File: src/rtl/pipelined_add_sub.sv
// Pipelined N-bit adder/subtractor: the carry chain is cut into STAGES registered
// segments with valid/ready flow control, sustaining one operation per cycle.
module pipelined_add_sub #(
  parameter int unsigned N      = 16,
  parameter int unsigned STAGES = 4
) (
  input  logic         clk,
  input  logic         rst,
  input  logic         in_valid,
  output logic         in_ready,
  input  logic [N-1:0] a,
  input  logic [N-1:0] b,
  input  logic         cin,
  input  logic         sub,
  output logic         out_valid,
  input  logic         out_ready,
  output logic [N-1:0] sum,
  output logic         cout,
  output logic         ovf
);
  localparam int unsigned W = N / STAGES;

  // Stage registers: r_*[k] holds the state leaving stage k.
  logic         r_vld [STAGES];
  logic         r_c   [STAGES];
  logic [N-1:0] r_a   [STAGES];
  logic [N-1:0] r_b   [STAGES];
  logic [N-1:0] r_s   [STAGES];

  logic         w_vld [STAGES];
  logic         w_ci  [STAGES];
  logic [N-1:0] w_a   [STAGES];
  logic [N-1:0] w_b   [STAGES];
  logic [N-1:0] w_s   [STAGES];
  logic [N-1:0] w_so  [STAGES];
  logic [W:0]   w_seg [STAGES];
  logic         w_adv;

  // Operands ride along whole; each stage reads only its own slice, and the
  // last stage keeps the sign bits needed for overflow.
  always_comb begin
    w_vld[0] = in_valid;
    w_ci[0]  = sub | cin;
    w_a[0]   = a;
    w_b[0]   = sub ? ~b : b;
    w_s[0]   = '0;
    for (int unsigned k = 1; k < STAGES; k++) begin
      w_vld[k] = r_vld[k-1];
      w_ci[k]  = r_c[k-1];
      w_a[k]   = r_a[k-1];
      w_b[k]   = r_b[k-1];
      w_s[k]   = r_s[k-1];
    end
    for (int unsigned k = 0; k < STAGES; k++) begin
      w_seg[k] = {1'b0, w_a[k][k*W +: W]} + {1'b0, w_b[k][k*W +: W]}
               + {{W{1'b0}}, w_ci[k]};
      w_so[k]  = w_s[k];
      w_so[k][k*W +: W] = w_seg[k][W-1:0];
    end
  end

  assign out_valid = r_vld[STAGES-1];
  assign w_adv     = !out_valid || out_ready;
  assign in_ready  = w_adv;

  always_ff @(posedge clk or posedge rst) begin
    if (rst) begin
      for (int unsigned k = 0; k < STAGES; k++) begin
        r_vld[k] <= 1'b0;
        r_c[k]   <= 1'b0;
        r_a[k]   <= '0;
        r_b[k]   <= '0;
        r_s[k]   <= '0;
      end
    end else if (w_adv) begin
      for (int unsigned k = 0; k < STAGES; k++) begin
        r_vld[k] <= w_vld[k];
        r_c[k]   <= w_seg[k][W];
        r_a[k]   <= w_a[k];
        r_b[k]   <= w_b[k];
        r_s[k]   <= w_so[k];
      end
    end
  end

  assign sum  = r_s[STAGES-1];
  assign cout = r_c[STAGES-1];
  assign ovf  = (r_a[STAGES-1][N-1] == r_b[STAGES-1][N-1]) &&
                (r_s[STAGES-1][N-1] != r_a[STAGES-1][N-1]);

endmodule
File: config.mk
export PLATFORM = sky130hd
export DESIGN_NAME = pipelined_add_sub
export DESIGN_NICKNAME = d
export VERILOG_FILES = /design/src/rtl/pipelined_add_sub.sv
export SDC_FILE = /design/constraint.sdc
export NUM_CORES = 1
export LEC_CHECK = 0
export BUFFER_PORTS_ARGS = -buffer_cell sky130_fd_sc_hd__buf_2
export CORE_AREA = 2 2 131 133
export CTS_CLUSTER_SIZE = 16
export DETAILED_ROUTE_END_ITERATION = 12
export DIE_AREA = 0 0 133 135
export GPL_TIMING_DRIVEN = 0
export PLACE_DENSITY = 0.41
export SLEW_MARGIN = 15
export SYNTH_ARGS = -nofsm -noshare
export SYNTH_HDL_FRONTEND = slang
export SYNTH_SLANG_ARGS = --single-unit
File: constraint.sdc
create_clock -name clk -period 3.7 [get_ports clk]
set_input_delay 0.37 -clock clk [delete_from_list [all_inputs] [get_ports clk]]
set_output_delay 0.37 -clock clk [all_outputs]
set_load 0.01 [all_outputs]
After elaboration in Yosys (flattened, before gate mapping) --
Index checks and enable logic that the tools add are counted.
Operators by class: $mul 0, bitwise operators 2, divide/modulo/power cells 0, shifts and indexed selects 0, reduce and logical (&&, ||, !) cells 3, equal/unequal tests 2, magnitude comparators 0, add/sub/neg operators 8, muxes and demuxes 1
Operators with widths (number):
- $add A4 B4 Y5 | 4
- $add A5 B1 Y5 | 4
- $mux W16 | 1
- $not A16 Y16 | 1
- $eq A1 B1 Y1 | 1
- $logic_and A1 B1 Y1 | 1
- $logic_not A1 Y1 | 1
- $logic_or A1 B1 Y1 | 1
- $ne A1 B1 Y1 | 1
- $or A1 B1 Y1 | 1
Word-level totals: bits in latches 0, input port bits 38, flip-flop bits (word level) 176, logic and storage cells 36, memories 0, bits in read-only memories 0, bits in writable memories 0

Longest topological paths before layout --
Gate-level depths: netlist (run 1).
depth after elaboration 4, gate-level depth with buffers 8

Least setup slack after synthesis (run 1) --
OpenSTA, ideal clock, no wires.
path kind in2reg, start point input port sub, end point register r_c[3] in the netlist's numbering, stages on the path 8, arrival time 2.209 ns, setup slack 1.358 ns, library setup time 0.133 ns, path through buf_4 buf_6 or2_2 fa_1 fa_1 a21o_1 a211oi_1 a21oi_1
Between the ends: longest elaborated chain between the ends 3, elaborated cells between the ends (all ways) 4
RTL lines:
- from (decl) | RTL line 14 | input logic sub,
- $mux W16 | RTL line 45 | w_b[0] = sub ? ~b : b;
- $add A4 B4 Y5 | RTL line 55 | w_seg[k] = {1'b0, w_a[k][k*W +: W]} + {1'b0, w_b[k][k*W +: W]}
- $add A5 B1 Y5 * | RTL line 56 | + {{W{1'b0}}, w_ci[k]};
- to (signal, indexed assignment) | RTL line 78 | r_c[k] <= w_seg[k][W];
- to (decl) | RTL line 25 | logic r_c [STAGES];
Every way passes the cells marked *; elsewhere a longest branch is shown, timed or not. A chain may end at the register's enable or synchronous reset.

Worst setup path after layout (run 1) --
Ends and elaborated chain as after synthesis.

==> results of run 1 <==
==> power groups by stage <==
stage / Clock (mW) / Sequential, mW / Combinational [mW]
finish: 0.910 / 1.82 / 1.63
global route: 0.983 / 1.89 / 1.89
CTS: 0.945 / 1.83 / 1.69
detailed placement: 0 / 1.85 / 1.68
global placement: 0 / 1.84 / 1.64
floorplan: 0 / 1.77 / 1.24
==> metal layers <==
layer / part of all wire (%) / GRT usage [%] / routed length, um
met1: 53 / 16.8 / 5180
met5: 0 / 0 / 0
met4: 1.8 / 5.20 / 179
met2: 43 / 18.1 / 4170
met3: 2.8 / 1.50 / 278
==> timing repair <==
item | 4_1_cts | 5_1_grt
hold buffers | 1 | 0
resized for setup | 0 | 0
endpoints found under the hold margin | 21 | 0
==> critical path, delay by kind of cell <==
| family | cells | cell delay, ns |
|---|---|---|
| adders and majority gates | 2 | 0.82 |
| buffers and inverters | 2 | 0.32 |
| AOI/OAI and AO/OA | 3 | 0.49 |
| and+or+nand+nor | 1 | 0.31 |
==> logic make-up after synthesis <==
| family | after synthesis |
|---|---|
| AOI/OAI and AO/OA | 48 |
| and+or+nand+nor | 240 |
| buffers and inverters | 52 |
| adders and majority gates | 20 |
| xor gates and xnor gates | 21 |
| DFF | 98 |
==> flip-flops by register name (all words and copies together) (netlist names) <==
name / flops
out_valid: 1
r_vld: 3
sum: 16
cout: 1
r_a: 25
r_c: 3
r_s: 24
r_b: 25
==> cell type report <==
type                       count  share of cell area, %
sequential                    98                   45.3
clock inverter                 7                   1.16
tap                          220                   5.09
buffer                        40                   6.08
clock buffer                   9                   4.16
timing repair buffer          58                   5.88
inverter                      12                  0.925
multi-input combinational    329                   31.4
==> worst min path at each step <==
stage	end	cells after the start	startpoint	slack [ns]
finish	r_a[63]$_DFFE_PP0P_	3	a[15]	0.22
global route	r_a[63]$_DFFE_PP0P_	3	a[15]	0.22
CTS	r_a[54]$_DFFE_PP0P_	3	a[6]	0.21
detailed placement	r_a[59]$_DFFE_PP0P_	2	rst	0.34
global placement	r_vld[1]$_DFFE_PP0P_	2	r_vld[1]$_DFFE_PP0P_	0.44
floorplan	r_vld[1]$_DFFE_PP0P_	2	r_vld[1]$_DFFE_PP0P_	0.43
==> placed cells by master, fill, tap and decap left out, types with 2 or more instances in the layout <==
cell type	Yosys	layout
xnor2_1	12	12
fa_1	8	8
buf_2	2	58
dfrtp_1	98	98
clkbuf_1	2	2
xor2_1	9	9
buf_4	25	25
a21o_1	5	5
buf_6	11	11
ha_1	12	12
o21ai_1	6	6
clkinv_4	0	3
nor2b_1	3	3
a21oi_1	7	7
nor2_1	9	9
o21ai_0	22	22
a21oi_2	4	4
inv_1	11	10
inv_6	0	3
o21a_1	2	2
nand2_1	224	224
clkbuf_16	0	9
==> metrics by stage <==
stage	instances	hold WS [ns]	power (mW)
after floorplan	479	0.430	3.01
after global placement	755	0.441	3.48
after detailed placement	756	0.336	3.53
after CTS	773	0.213	4.46
after global routing	773	0.215	4.76
final	773	0.223	4.37
==> results.sh, run 1 <==
export IMPL_status="completed"
export IMPL_fmaxAchievable_ghz=0.477
export IMPL_seqCellArea_um2=2450
export IMPL_p_comb_share_pct=37.4
export IMPL_worst_endpoint_arrival_ns=2.30
export IMPL_nNetsFinal=606
export IMPL_synthArstFlopShare_pct=100
export IMPL_synth_fa_ha_area_share_pct=6.86
export IMPL_hold_path_class="input pin to register"
export IMPL_setup_slack_ns=1.60
export IMPL_synth_top_family_by_area="simple AND/OR/NAND/NOR gates"
export IMPL_regToRegEndpoint="cout$_DFFE_PP0P_"
export IMPL_ys_flop_type="dfrtp_1"
export IMPL_ioPinCount=58
export IMPL_yosys_area_top_type="dfrtp_1"
export IMPL_r2r_slack_ns=1.75
export IMPL_io_buffers=56
export IMPL_hpwl_um=7110
export IMPL_start_kind="input pin"
export IMPL_synth_most_common_cell="nand2_1"
export IMPL_setup_worst_path_end="r_c[3]$_DFFE_PP0P_"
export IMPL_post_route_period_util_pct=56.7
export IMPL_power_density_nw_per_um2=807
export IMPL_cts_root_buffer="clkbuf_16"
export IMPL_fp_dieW_um=133
export IMPL_cp_common_cell="fa_1"
export IMPL_wl_per_cell_um=12.7
export IMPL_dr_pass1_iters=4
export IMPL_synthesis_instances=479
export IMPL_synth_area_mux_share_pct=0
export IMPL_finalCriticalPeriod_ns=2.10
export IMPL_die_area_um2=18000
export IMPL_synth_commonest_cells="nand2_1, dfrtp_1, buf_4"
export IMPL_track_usage_pct=11.8
export IMPL_rows=47
export IMPL_worstPathRequired_ns=3.91
export IMPL_drtIter0Drc=117
export IMPL_slew_headroom_pct=59.9
export IMPL_yosysSeqAreaShare_pct=54.2
export IMPL_synth_xor_area_share_pct=4.07
export IMPL_preCtsSetupSlack_ns=1.22
export IMPL_ys_warnings_count=0
export IMPL_via_per_inst=4.01
export IMPL_clk_latency_ns=0.34
export IMPL_grt_pass1_wl_um=16600
export IMPL_multi_input_area_um2=1700
export IMPL_synth_top_area_share_pct=54.2
export IMPL_ir_drop_v=0.000221
export IMPL_fillers=1738
export IMPL_critical_path_class="input pin to register"
export IMPL_final_core_util_pct=33.0
export IMPL_drv_slew=0
export IMPL_synth_edf_count=0
export IMPL_path_cells="buf_4, buf_6, or2_2, fa_1, fa_1, a21o_1, a211oi_1, a21oi_1"
export IMPL_cts_inserted_buffers=9
export IMPL_synth_simple_gate_area_share_pct=20.4
export IMPL_synthToLayoutAreaGrowth_pct=19.6
export IMPL_cts_tree="done"
export IMPL_clock_power_share_pct=20.8
export IMPL_vias=3099
export IMPL_clk_pin_slew_ns=0.07
export IMPL_die_y_um=135
export IMPL_antenna_found_initial=0
export IMPL_synth_compound_area_share_pct=6.14
export IMPL_grt_max_degree=78
export IMPL_worstPathMaxFanout=10
export IMPL_switching_share_pct=36.5
export IMPL_cts_setup_buffers=0
export IMPL_dpl_cell_area_um2=5110
export IMPL_ant_nets=0
export IMPL_crit_slowest_cell="fa_1"
export IMPL_grt_pass1_vias=3193
export IMPL_hold_viol_final=0
export IMPL_fin_area_um2=5410
export IMPL_p_seq_share_pct=41.7
export IMPL_netlist_area_um2=4520
export IMPL_start_util_pct=27.6
export IMPL_grt_overflow=0
export IMPL_drv_cap=0
export IMPL_p_sw_mw=1.59
export IMPL_gp_congestion=0.721
export IMPL_tightest_slew_ns=0.602
export IMPL_critPathCaptureType="register"
export IMPL_wl_um=9800
export IMPL_core_area_um2=16400
export IMPL_ys_ff_latch=98
export IMPL_drive_gt1_share_pct=21.5
export IMPL_internal_power_mw=2.77
export IMPL_r2r_cells=5
export IMPL_ys_types=26
export IMPL_setup_viol=0
export IMPL_drc=0
export IMPL_critPathMaxStageDelay_ns=0.41
export IMPL_cts_max_level=3
export IMPL_crit_start="sub"
export IMPL_tns_ns=0
export IMPL_cts_max_path_buffers=2
export IMPL_synth_nets=537
export IMPL_syn_avg_cell_area_um2=9.44
export IMPL_skew_ns=0.00531
export IMPL_diodes=0
export IMPL_rsz0062_at_grt="false"
export IMPL_cellLeakagePower_nw=2.79
export IMPL_rr_startpoint="r_c[1]$_DFFE_PP0P_"
export IMPL_clock_sinks=98
export IMPL_synthTopCellsByArea="dfrtp_1, nand2_1, buf_4"
Note: power is estimated with default switching activity, not from simulation.
==> run 2: changes to the inputs <==
--- a/config.mk
+++ b/config.mk
@@ -11,7 +11,7 @@
 export DETAILED_ROUTE_END_ITERATION = 12
 export DIE_AREA = 0 0 133 135
 export GPL_TIMING_DRIVEN = 0
-export PLACE_DENSITY = 0.41
+export PLACE_DENSITY = 0.42
 export SLEW_MARGIN = 15
 export SYNTH_ARGS = -nofsm -noshare
 export SYNTH_HDL_FRONTEND = slang
==> constraint.sdc (replaced) <==
create_clock -name clk -period 1.9 [get_ports clk]
set_input_delay 0.19 -clock clk [delete_from_list [all_inputs] [get_ports clk]]
set_output_delay 0.19 -clock clk [all_outputs]
set_load 0.01 [all_outputs]
==> run 2 against run 1 <==
Compared with the run above: design area is 1.5% higher; wire length down 0.14%; critical path depth fell by 3; sequential power rose by 95%.
==> results.sh, run 2 (synthesized netlist as in run 1, its figures left out) <==
export IMPL_ir_drop_v=0.000502
export IMPL_gp_congestion=0.713
export IMPL_rsz0062_at_grt="false"
export IMPL_crit_family="adder cells"
export IMPL_p_total_mw=8.66
export IMPL_crit_slowest_cell="fa_1"
export IMPL_skew_ns=0.00720
export IMPL_preCtsSetupSlack_ns=-0.195
export IMPL_worst_endpoint_arrival_ns=2.04
export IMPL_synthToLayoutAreaGrowth_pct=21.4
export IMPL_grt_max_degree=31
export IMPL_drv_cap=0
export IMPL_path_cells="fa_1, fa_2, a21o_1, a21oi_2, a21oi_2"
export IMPL_internal_power_mw=5.66
export IMPL_drv_slew=0
export IMPL_cts_setup_buffers=0
export IMPL_cp_common_cell="a21oi_2"
export IMPL_setup_slack_ns=0.0969
export IMPL_io_buffers=56
export IMPL_clock_power_share_pct=21.9
export IMPL_worstPathRequired_ns=2.14
export IMPL_cts_max_level=3
export IMPL_grt_overflow=0
export IMPL_p_sw_mw=3.00
export IMPL_grt_pass1_wl_um=17000
export IMPL_critical_path_class="register to register"
export IMPL_via_per_inst=4.02
export IMPL_finalCriticalPeriod_ns=1.80
export IMPL_mostFrequentLayoutCells="nand2_1, dfrtp_1, buf_2, buf_4, o21ai_0"
export IMPL_fin_area_um2=5490
export IMPL_fp_dieW_um=133
export IMPL_final_core_util_pct=33.5
export IMPL_clk_latency_ns=0.35
export IMPL_ant_nets=0
export IMPL_die_y_um=135
export IMPL_dpl_cell_area_um2=5170
export IMPL_critPathMaxStageDelay_ns=0.47
export IMPL_cellLeakagePower_nw=2.82
export IMPL_cts_root_buffer="clkbuf_16"
export IMPL_wl_per_cell_um=12.6
export IMPL_vias=3108
export IMPL_antenna_found_initial=0
export IMPL_power_density_nw_per_um2=1580
export IMPL_cts_tree="done"
export IMPL_core_area_um2=16400
export IMPL_wl_um=9790
export IMPL_start_kind="register"
export IMPL_ioPinCount=58
export IMPL_largestRegisters="r_a x25, r_b x25, r_s x24"
export IMPL_layout_cells_non_filler=774
export IMPL_status="completed"
export IMPL_clk_pin_slew_ns=0.06
export IMPL_diodes=0
export IMPL_rows=47
export IMPL_post_route_period_util_pct=94.9
export IMPL_cts_inserted_buffers=9
export IMPL_tns_ns=0
export IMPL_p_comb_share_pct=37.1
export IMPL_drc=0
export IMPL_dr_pass1_iters=4
export IMPL_critPathCaptureType="register"
export IMPL_drtIter0Drc=131
export IMPL_hpwl_um=7210
export IMPL_nNetsFinal=608
export IMPL_cts_max_path_buffers=2
export IMPL_layout_commonest_cell="nand2_1"
export IMPL_slew_headroom_pct=62.7
export IMPL_hold_viol_final=0
export IMPL_drive_gt1_share_pct=22.0
export IMPL_hold_path_class="input pin to register"
export IMPL_setup_viol=0
export IMPL_clock_sinks=98
export IMPL_fmaxAchievable_ghz=0.555
export IMPL_worstPathMaxFanout=2
export IMPL_die_area_um2=18000
export IMPL_tightest_slew_ns=0.559
export IMPL_hold_ws_ns=0.0308
export IMPL_switching_share_pct=34.6
export IMPL_crit_buf_inv=0
export IMPL_place_inst=758
export IMPL_start_util_pct=27.6
export IMPL_p_seq_share_pct=41.0
export IMPL_track_usage_pct=12.2
export IMPL_fillers=1705
export IMPL_grt_pass1_vias=3350
## run 2: changes by cell type in the layout (fill, tap and decap cells not counted), moves of 2 or more
| cell | before | now |
|---|---|---|
| buf_12 | 0 | 4 |
| clkinv_4 | 3 | 0 |
| fa_1 | 8 | 5 |
| bufinv_16 | 0 | 2 |
| fa_2 | 0 | 3 |
| inv_6 | 3 | 0 |
| clkbuf_1 | 2 | 5 |
## run 2: worst paths after layout
check                                         to            startpoint  slack (ns)  cells past startpoint
setup / recovery                cout$_DFFE_PP0P_    r_c[1]$_DFFE_PP0P_         0.1                      5
hold / removal              r_vld[3]$_DFFE_PP0P_              in_valid        0.03                      3
max in group asynchronous    r_a[60]$_DFFE_PP0P_                   rst        0.75                      5
setup reg to reg                cout$_DFFE_PP0P_    r_c[1]$_DFFE_PP0P_         0.1                      5
hold reg to reg            out_valid$_DFFE_PP0P_  r_vld[1]$_DFFE_PP0P_        0.46                      1
min in group asynchronous    r_a[52]$_DFFE_PP0P_                   rst        0.44                      3
## run 2: layout make-up
type                    instances  area, um^2  share of cell area (%)
plain buffers                  40         345                    6.29
clock buffers                  12         236                    4.31
clock inverters                 3        65.1                    1.19
inverters                      12        48.8                   0.889
multi-input cells             329        1720                    31.3
flip-flops and latches         98        2450                    44.7
well taps                     220         275                    5.01
repair buffers                 60         350                    6.38
## run 2: worst register-to-register path, stage by stage (launching register included)
cell and delay, ns:
dfrtp_1 0.41, fa_1 0.47, fa_2 0.37, a21o_1 0.19, a21oi_2 0.18, a21oi_2 0.07
## run 2: power groups by stage
stage / clock network, mW / logic [mW] / registers [mW]
after floorplan: 0 / 2.43 / 3.45
after global placement: 0 / 3.20 / 3.58
after detailed placement: 0 / 3.27 / 3.60
after CTS: 1.97 / 3.30 / 3.57
after global routing: 2.06 / 3.77 / 3.69
final: 1.90 / 3.21 / 3.55
## run 2: routing by layer
layer  GRT usage, %  wire length, um  vias up
li1               -                -     1618
met1           15.9             4850     1427
met2           19.5             4420       46
met3           2.33              300       17
met4           6.15              213        0
met5              0                0        -
## run 2: timing repair
action,4_1_cts,5_1_grt
hold buffers,1,0
endpoints found under the hold margin,20,0
resized for setup,1,1
pin swaps,0,0
setup endpoints to repair,1,1
